<file path="config.mk">
export PLATFORM = sky130hd
export DESIGN_NAME = lfsr_gen
export DESIGN_NICKNAME = d
export VERILOG_FILES = /design/src/rtl/lfsr_gen.sv
export SDC_FILE = /design/constraint.sdc
export NUM_CORES = 1
export LEC_CHECK = 0
export BUFFER_PORTS_ARGS = -buffer_cell sky130_fd_sc_hd__buf_2
export CORE_MARGIN = 1
export CORE_UTILIZATION = 38
export CTS_CLUSTER_SIZE = 30
export DETAILED_ROUTE_END_ITERATION = 12
export PLACE_DENSITY = 0.6
export RECOVER_POWER = 50
export SYNTH_ARGS = -nofsm -noshare
export SYNTH_HDL_FRONTEND = slang
export SYNTH_SLANG_ARGS = --single-unit
</file>
<file path="constraint.sdc">
create_clock -name clk -period 2.17 [get_ports clk]
set_clock_uncertainty 0.1 [all_clocks]
set_input_delay 0.651 -clock clk [delete_from_list [all_inputs] [get_ports clk]]
set_output_delay 0.651 -clock clk [all_outputs]
set_load 0.02 [all_outputs]
</file>
<file path="src/rtl/lfsr_gen.sv">
// Fibonacci LFSR: STEPS shifts per enabled cycle, runtime seed load, wrap pulse and lock-up flag.
// Latency 1 cycle from i_enable/i_load to o_value; no backpressure. Optional LFSR_GEN_LOCKUP_RECOVER_EN.
module lfsr_gen #(
    parameter int               WIDTH = 8,
    parameter logic [WIDTH-1:0] TAPS  = 8'hB8,
    parameter logic [WIDTH-1:0] SEED  = 8'h01,
    parameter int               STEPS = 1
) (
    input  logic             clk,
    input  logic             rst,
    input  logic             i_enable,
    input  logic             i_load,
    input  logic [WIDTH-1:0] i_seed,
    output logic [WIDTH-1:0] o_value,
    output logic             o_wrap,
    output logic             o_lockup
);

    if (WIDTH < 3 || WIDTH > 32) begin : g_bad_width
        $error("lfsr_gen: WIDTH out of range");
    end
    if (STEPS < 1 || STEPS > WIDTH) begin : g_bad_steps
        $error("lfsr_gen: STEPS out of range");
    end
    if (SEED == '0) begin : g_bad_seed
        $error("lfsr_gen: SEED must be non-zero");
    end

    logic [WIDTH-1:0] state_q, state_d;
    logic [WIDTH-1:0] start_q, start_d;
    logic             wrap_q, wrap_d;
    logic [WIDTH-1:0] stepped;
    logic             lockup;

    function automatic logic [WIDTH-1:0] shift1(input logic [WIDTH-1:0] s);
        return {s[WIDTH-2:0], ^(s & TAPS)};
    endfunction

    always_comb begin
        stepped = state_q;
        for (int i = 0; i < STEPS; i++) begin
            stepped = shift1(stepped);
        end
    end

    assign lockup = (state_q == '0);

    always_comb begin
        state_d = state_q;
        start_d = start_q;
        wrap_d  = 1'b0;
        if (i_load) begin
            state_d = i_seed;
            start_d = i_seed;
`ifdef LFSR_GEN_LOCKUP_RECOVER_EN
        end else if (lockup && i_enable) begin
            // Escape the zero state by restarting the sequence from the reset seed.
            state_d = SEED;
            start_d = SEED;
`endif
        end else if (i_enable) begin
            state_d = stepped;
            wrap_d  = (stepped == start_q);
        end
    end

    always_ff @(posedge clk) begin
        if (rst) begin
            state_q <= SEED;
            start_q <= SEED;
            wrap_q  <= 1'b0;
        end else begin
            state_q <= state_d;
            start_q <= start_d;
            wrap_q  <= wrap_d;
        end
    end

    assign o_value  = state_q;
    assign o_wrap   = wrap_q;
    assign o_lockup = lockup;

endmodule

</file>
# Word-level counts from Yosys, hierarchy flattened
# Index checks and enable logic that the tools add are counted.
totals:
  reg_bits: 17
  ramBits: 0
  latch_bits: 0
  romBits: 0
  n_memories: 0
  elab_cells: 11
  out_inout_bits: 10
  input_bits: 12
op_classes:
  shifts: 0
  reduce_logical: 4
  div_mod_pow: 0
  multipliers: 0
  bitwise: 1
  n_mux: 2
  order_cmp: 0
  eq_ne: 1
  n_addsub: 0
op_table:
  columns: ["operator", "n"]
  rows:
  - ["2-to-1 mux 8 bit", 2]
  - ["== test 8 bit", 1]
  - ["logical NOT 8 bit", 1]
  - ["XOR reduction 8 bit", 1]
  - ["OR reduction 3 bit", 1]
  - ["nonzero test 2 bit", 1]
  - ["NOT 1 bit", 1]

# Longest topological paths before layout
# Gate-level depths: netlist (run 1).
depth:
  depth_word: 3
  mapped_depth: 5
  mapped_depth_nobuf: 5

# Least setup slack after synthesis (run 1)
# Ideal clock, no wire load.
synth_timing:
  path_kind: "reg-to-output"
  start: "register state_q[4], in the netlist o_value[4]"
  end: "output o_lockup"
  arrival_time_ps: 1649
  t_required_ps: 1419
  path_slack_ps: -230
  n_path_buf: 0
  path_stages_with_launch: 5
  cell_sequence: "dfxtp_1 > inv_1 > ha_1 > or4b_1 > nor4_1"
synth_between:
  elab_chain_cells: 1
synth_lines:
  columns: ["item", "line", "text"]
  rows:
  - ["start: declaration", "29", "logic [WIDTH-1:0] state_q, state_d;"]
  - ["start signal: assignment", "73", "state_q <= state_d;"]
  - ["logical NOT 8 bit", "46", "assign lockup = (state_q == '0);"]
  - ["end: declaration", "16", "output logic o_lockup"]
# Every way passes these cells.

# Final worst setup path (run 1)
# Same ends and word-level chain as after synthesis.

==> impl_results.md, run 1 <==
* Die height at around 49 microns
* Pwr/cell area at 652 nW/um^2
* IO buf count at 21
* Dpl hpwl at 1.17 mm
* CTS tree: done
* Setup-failing EPs final at 1
* First-pass GRT wire length at around 2.7 mm
* Register area at 342 sq um
* # diodes at 0
* Via count at 666
* Fmax at 435 MHz
* Yosys warning total at 0
* Min Clock Period, post-route at roughly 2.3 ns
* Ratio of final minimum period to clock period at 1.06
* Remaining DRCs at 0
* CP Launch Type: flip-flop
* RSZ-0062 raised after global routing: yes
* Reg-to-reg critical path endpoint: o_wrap
* WHS Path Cells at 2
* VDD IR max at between 0.0003 and 0.0004 V
* Slowest-stage cell, CP: or4b_4
* # fillers at 202
* Buf+Inv Stages, Crit Path at 2
* Vias per cell at 4.76
* Area contributors post-synth: dfxtp_1 41%, mux2i_1 8.5%, xnor2_1 8.5%
* Initial DRC count at 4
* Reg clk slew, reported paths at roughly 0.10 ns
* Cell family with most CP delay: simple AND/OR/NAND/NOR gates
* Final Hold Viols at 0
* Final GP Congestion at 0.772
* Avg Cell Area, Syn at just over 9 sq um
* Placed Instances at 136
* Pin count of the biggest net entering global routing at 25
* Hold path startpoint: start_q[4]
* Initial antenna violation count at 0
* Leakage at 0.000431 uW
* Post-Syn Area at 825 sq um
* Peak per-stage delay on the critical path at 0.47 ns
* Row cnt at 16
* Outcome: finished with violations
* Detailed-route wire length per cell at 11.5 microns
* Post-Synthesis Cells at 90
* CTS H-Tree Depth at 1
* Type of the worst setup path: reg2out
* Flop2flop setup slack at approximately 0.8 ns
* Worst-path cell chain: inv_1, ha_1, or4b_4, nor4_4, buf_4
* Area of the multi-input gates at 468 sq um
* Seq/Total Area, Yosys at 0.413
* Min-delay worst type: reg2reg
* Max_slew headroom at 0.421
* Clk_lat worst skew at approximately 0.28 ns
* Die area at 2360 sq um
* Final WL at 1.60 mm
* CP endpoint kind: primary output
* Hold worst-path end: start_q[4]
* Arr. time, crit path at 1.55 ns
* Starting density of the core at 0.412
* Io pins at 22
* Max-slew violation count at 0
* Crit path max fanout at 2
* Total CTS buffers at 3
* Synthesized Nets at 103
* Root Buffer: clkbuf_4
* Core Box Area at around 2000 sq um
* GRT Overall Usage at 0.148
* Register-to-Register Path Depth at 4
* Clk sink count at 17
* Pwr Total at 659 uW
* Total iterations of the first detailed-routing run at 2
* Postcts setup bufs at 0
* Total of max-cap violations at 0
* Die W at a little under 50 microns
* Post-route ant nets at 0
* Worst R2R Start: o_value[3]
* Clock Path Buffers at 2
* Final-stage net count at 127
* Number of global-route vias before repair at about 650
* Finished Layout Cells at 140
* Synth-to-layout area growth at 22.6%
* Post-CTS Hold Buffers at 0
* Synth area leader: dfxtp_1
* Slew of the pin with the lowest slew margin at around 0.87 ns
* Post-synth cell types at 22
* Top-area cell type share of the netlist area at 0.413
* Total congestion overflow at 0
* Failing checks: negative setup slack
* Final worst slack at -0.129 ns
* Worst EP required at 1.42 ns
* Flops & latches, synth at 17
* Share of cells above drive strength 1 at 0.301
worst max-delay path by stage:
| stage | cells past startpoint | to | from |
|---|---|---|---|
| 2_1_floorplan | 4 | o_lockup | o_value[4] |
| 3_3_place_gp | 5 | o_lockup | o_value[4] |
| 3_5_place_dp | 5 | o_lockup | o_value[4] |
| 4_1_cts | 5 | o_lockup | o_value[4] |
| 5_1_grt | 5 | o_lockup | o_value[4] |
| 6_report | 5 | o_lockup | o_value[4] |
flip-flops by register name, indices dropped and copies added, names as in the netlist:
name	cells
o_value	8
o_wrap	1
start_q	8
synthesized netlist by cell type, drive strengths merged:
master	n
xnor2	8
o21a	7
buf	2
a21oi	7
nor2b	1
o22a	1
nor4	2
dfxtp	17
clkbuf	3
xnor3	1
nand2b	9
nand4	1
ha	1
mux2i	7
nand3	1
or4b	1
o21ai	2
inv	3
nand2	8
nor2	8
layer usage:
metal / GRT usage / part of all wire
met5: 0 / 0
met1: 0.184 / 0.49
met4: 0.0441 / 0
met3: 0.0283 / 0.045
met2: 0.258 / 0.46
power by group:
group	switching (uW)	leakage (uW)	internal, uW	total, uW
Sequential	18.0	0.000141	330	348
Combinational	71.6	0.000273	70.3	142
Clock	101	0.0000177	68.3	169
Total	191	0.000431	469	659
cells by family (layout without fill, tap and decap cells):
kind of cell / Yosys count / in the layout / synth area share
DFF: 17 / 17 / 0.413
buffers and inverters: 8 / 31 / 0.0425
and+or+nand+nor: 31 / 31 / 0.200
adders and majority gates: 1 / 1 / 0.0152
AOI/OAI and AO/OA: 17 / 17 / 0.130
muxes: 7 / 7 / 0.0850
xor gates and xnor gates: 9 / 9 / 0.114
cell usage in the layout (no fill, tap or decap), types with 4 or more instances in the layout:
cell type,synthesis,routed
buf_2,1,19
dfxtp_1,17,16
nand2b_1,9,9
nand2_1,8,8
nor2_1,8,8
xnor2_1,8,8
a21oi_1,7,7
mux2i_1,7,7
o21a_1,7,7
buf_4,1,4
timing repair:
item                                    in CTS  in global routing
pin swaps                                    0                  0
resized for setup                            2                  1
hold endpoints to repair                     0                  0
endpoints found under the setup margin       1                  1
per-stage QoR:
stage	TNS (ns)	hold WS (ns)	instance area [sq um]	setup slack, ns	util
after floorplan	0	0.362	840	0.0689	-
after global placement	0	0.374	977	0.131	0.488
after detailed placement	0	0.379	977	0.133	0.488
after CTS	-0.152	0.396	1010	-0.152	0.505
after global routing	-0.202	0.409	1010	-0.202	0.505
final	-0.129	0.394	1010	-0.129	0.505
final cells by class:
class | instances | share of cell area
Inverter | 3 | 0.0111
Clock inverter | 1 | 0.00495
Multi-Input combinational cell | 65 | 0.463
Tap cell | 27 | 0.0334
Timing Repair Buffer | 24 | 0.127
Sequential cell | 17 | 0.338
Clock buffer | 3 | 0.0223
worst register-to-register path, stage by stage (launching register included):
cell and delay [ns]:
dfxtp_1 0.35, buf_4 0.14, xnor3_2 0.44, xnor2_1 0.16, nor4_2 0.13
Note: power is estimated with default switching activity, not from simulation.
==> inputs of run 2 (changes only) <==
BUFFER_PORTS_ARGS = unset   (was -buffer_cell sky130_fd_sc_hd__buf_2)
DONT_BUFFER_PORTS = 1   (was unset)
PLACE_DENSITY = 0.51   (was 0.6)
==> run 2 against run 1 <==
  * The run still ends with negative setup slack left
  * Critical path depth unchanged
  * Design area decreased by 9.4%
  * Routed wire length unchanged
  * Count of clock-buffer cells in the layout rose by 1
  * Flip-flop and latch count is the same
  * Sequential share of layout area up 3.6 points
  * Non-clock buffer count shrank 18
  * Worst setup slack got worse by 0.019 ns
  * Clock power decreased by 3%
  * Register-to-register slack worse by 0.39 ns
  * Critical path type unchanged
  * Final cell count shrank 13%
==> impl_results.md, run 2 (synthesis results as in run 1) <==
* Final-stage net count at 109
* Io pins at 22
* Share of cells above drive strength 1 at 0.168
* Total congestion overflow at 0
* Outcome: finished with violations
* Clk_lat worst skew at 0.28 ns
* RSZ-0062 raised after global routing: yes
* Die height at between 40 and 50 microns
* IO buf count at 0
* Reg clk slew, reported paths at 0.09 ns
* Ratio of final minimum period to clock period at 1.07
* Most frequent cells in the layout: 15 x dfxtp_1, 9 x nand2b_1, 8 x nand2_1, 8 x nor2_1, 8 x xnor2_1
* Die W at 48.6 microns
* CTS H-Tree Depth at 1
* Psw at 165 uW
* Initial DRC count at 6
* Remaining DRCs at 0
* # fillers at 209
* CP endpoint kind: primary output
* Pwr/cell area at 682 nW/um^2
* Number of global-route vias before repair at 625
* Total CTS buffers at 3
* Min Clock Period, post-route at 2.32 ns
* Fin util at 0.458
* Core Box Area at 2000 sq um
* Worst-path cell chain: inv_2, ha_1, or4b_4, nor4_4, buf_4
* Setup-failing EPs final at 1
* CTS tree: done
* First-pass GRT wire length at ~2.9 mm
* Clock share of power at 0.262
* Row cnt at 16
* Max-slew violation count at 0
* Post-CTS Hold Buffers at 0
* Placed cell areas at 895 sq um
* Die area at between 2000 and 2500 sq um
* Crit path max fanout at 2
* Initial antenna violation count at 0
* CP Launch Type: flip-flop
* Min-delay worst type: in2reg
* Root Buffer: clkbuf_4
* Final Cell Area at 916 sq um
* Total iterations of the first detailed-routing run at 4
* Peak per-stage delay on the critical path at 0.46 ns
* # diodes at 0
* GRT Overall Usage at 0.163
* Fmax at between 400 and 500 MHz
* Final Hold Viols at 0
* Type of the worst setup path: reg2out
* Final worst slack at -0.148 ns
* Finished Layout Cells at 122
* Via count at 602
* Switching share of power at 0.264
* P_int at 460 uW
* Clock Path Buffers at 2
* VDD IR max at 0.000320 V
* Detailed-route wire length per cell at between 10 and 15 microns
* Pin count of the biggest net entering global routing at 25
* Arr. time, crit path at 1.57 ns
* Vias per cell at between 4 and 5
* Leakage at 0.000342 uW
* Starting density of the core at 0.412
* Comb pwr share at 0.174
* Power share of the sequential group at 0.564
* Synth-to-layout area growth at 11.1%
* Final GP Congestion at 0.653
* Max_slew headroom at 0.683
* Total of max-cap violations at 0
* Postcts setup bufs at 0
* Final WL at approximately 1.6 mm
* Worst EP required at 1.42 ns
* Slew of the pin with the lowest slew margin at 0.475 ns
* Failing checks: negative setup slack
* Dpl hpwl at 1.15 mm
* Most common cell after layout, fill and taps aside: dfxtp_1
* Slowest-stage cell, CP: or4b_4
* Post-route ant nets at 0
* Clk sink count at 17
* Placed Instances at 118
run 2: final timing paths:
check | startpoint | endpoint | slack (ns) | cells past startpoint
max | o_value[4] | o_lockup | -0.15 | 5
min | rst | o_value[4] | 0.32 | 1
max reg2reg | o_value[3] | o_wrap | 0.39 | 4
min reg2reg | start_q[2] | start_q[2] | 0.38 | 2
run 2: power by group through the flow:
stage          logic (uW)  registers, uW  clock network (uW)
2_1_floorplan        88.5            367                   0
3_3_place_gp          109            359                   0
3_5_place_dp          109            359                   0
4_1_cts               112            352                 175
5_1_grt               120            356                 200
6_report              109            353                 164
run 2: metal layers:
layer / track usage / share of wire / up-vias
met5: 0 / 0 / -
met4: 0.0882 / 0.024 / 0
met3: 0.0566 / 0.064 / 5
met2: 0.254 / 0.44 / 16
met1: 0.197 / 0.47 / 270
li1: - / - / 311
run 2: timing repair:
action	CTS	global route
endpoints found under the hold margin	0	0
endpoints found under the setup margin	1	1
resized for setup	1	4
run 2: cell type report:
| cell class | instances | area, sq um | area share |
|---|---|---|---|
| repair buffers | 6 | 33.8 | 0.0369 |
| multi-input cells | 65 | 468 | 0.511 |
| inverters | 3 | 11.3 | 0.0123 |
| well taps | 27 | 33.8 | 0.0369 |
| flip-flops and latches | 17 | 343 | 0.374 |
| clock buffers | 4 | 26.3 | 0.0287 |
run 2: critical path: cells and delay by family (launching register included):
kind          cells  cell delay [ns]
fa+ha+maj         1             0.12
buf+inv           2             0.22
flops             1             0.33
simple gates      2             0.60
run 2: stage by stage:
stage               hold WS [ns]  power [uW]  TNS [ns]  setup WS (ns)
finish                     0.317         625    -0.148         -0.148
global route               0.279         676    -0.276         -0.276
CTS                        0.306         640    -0.197         -0.197
detailed placement         0.368         469         0          0.117
global placement           0.365         468         0          0.124
floorplan                  0.362         455         0         0.0689
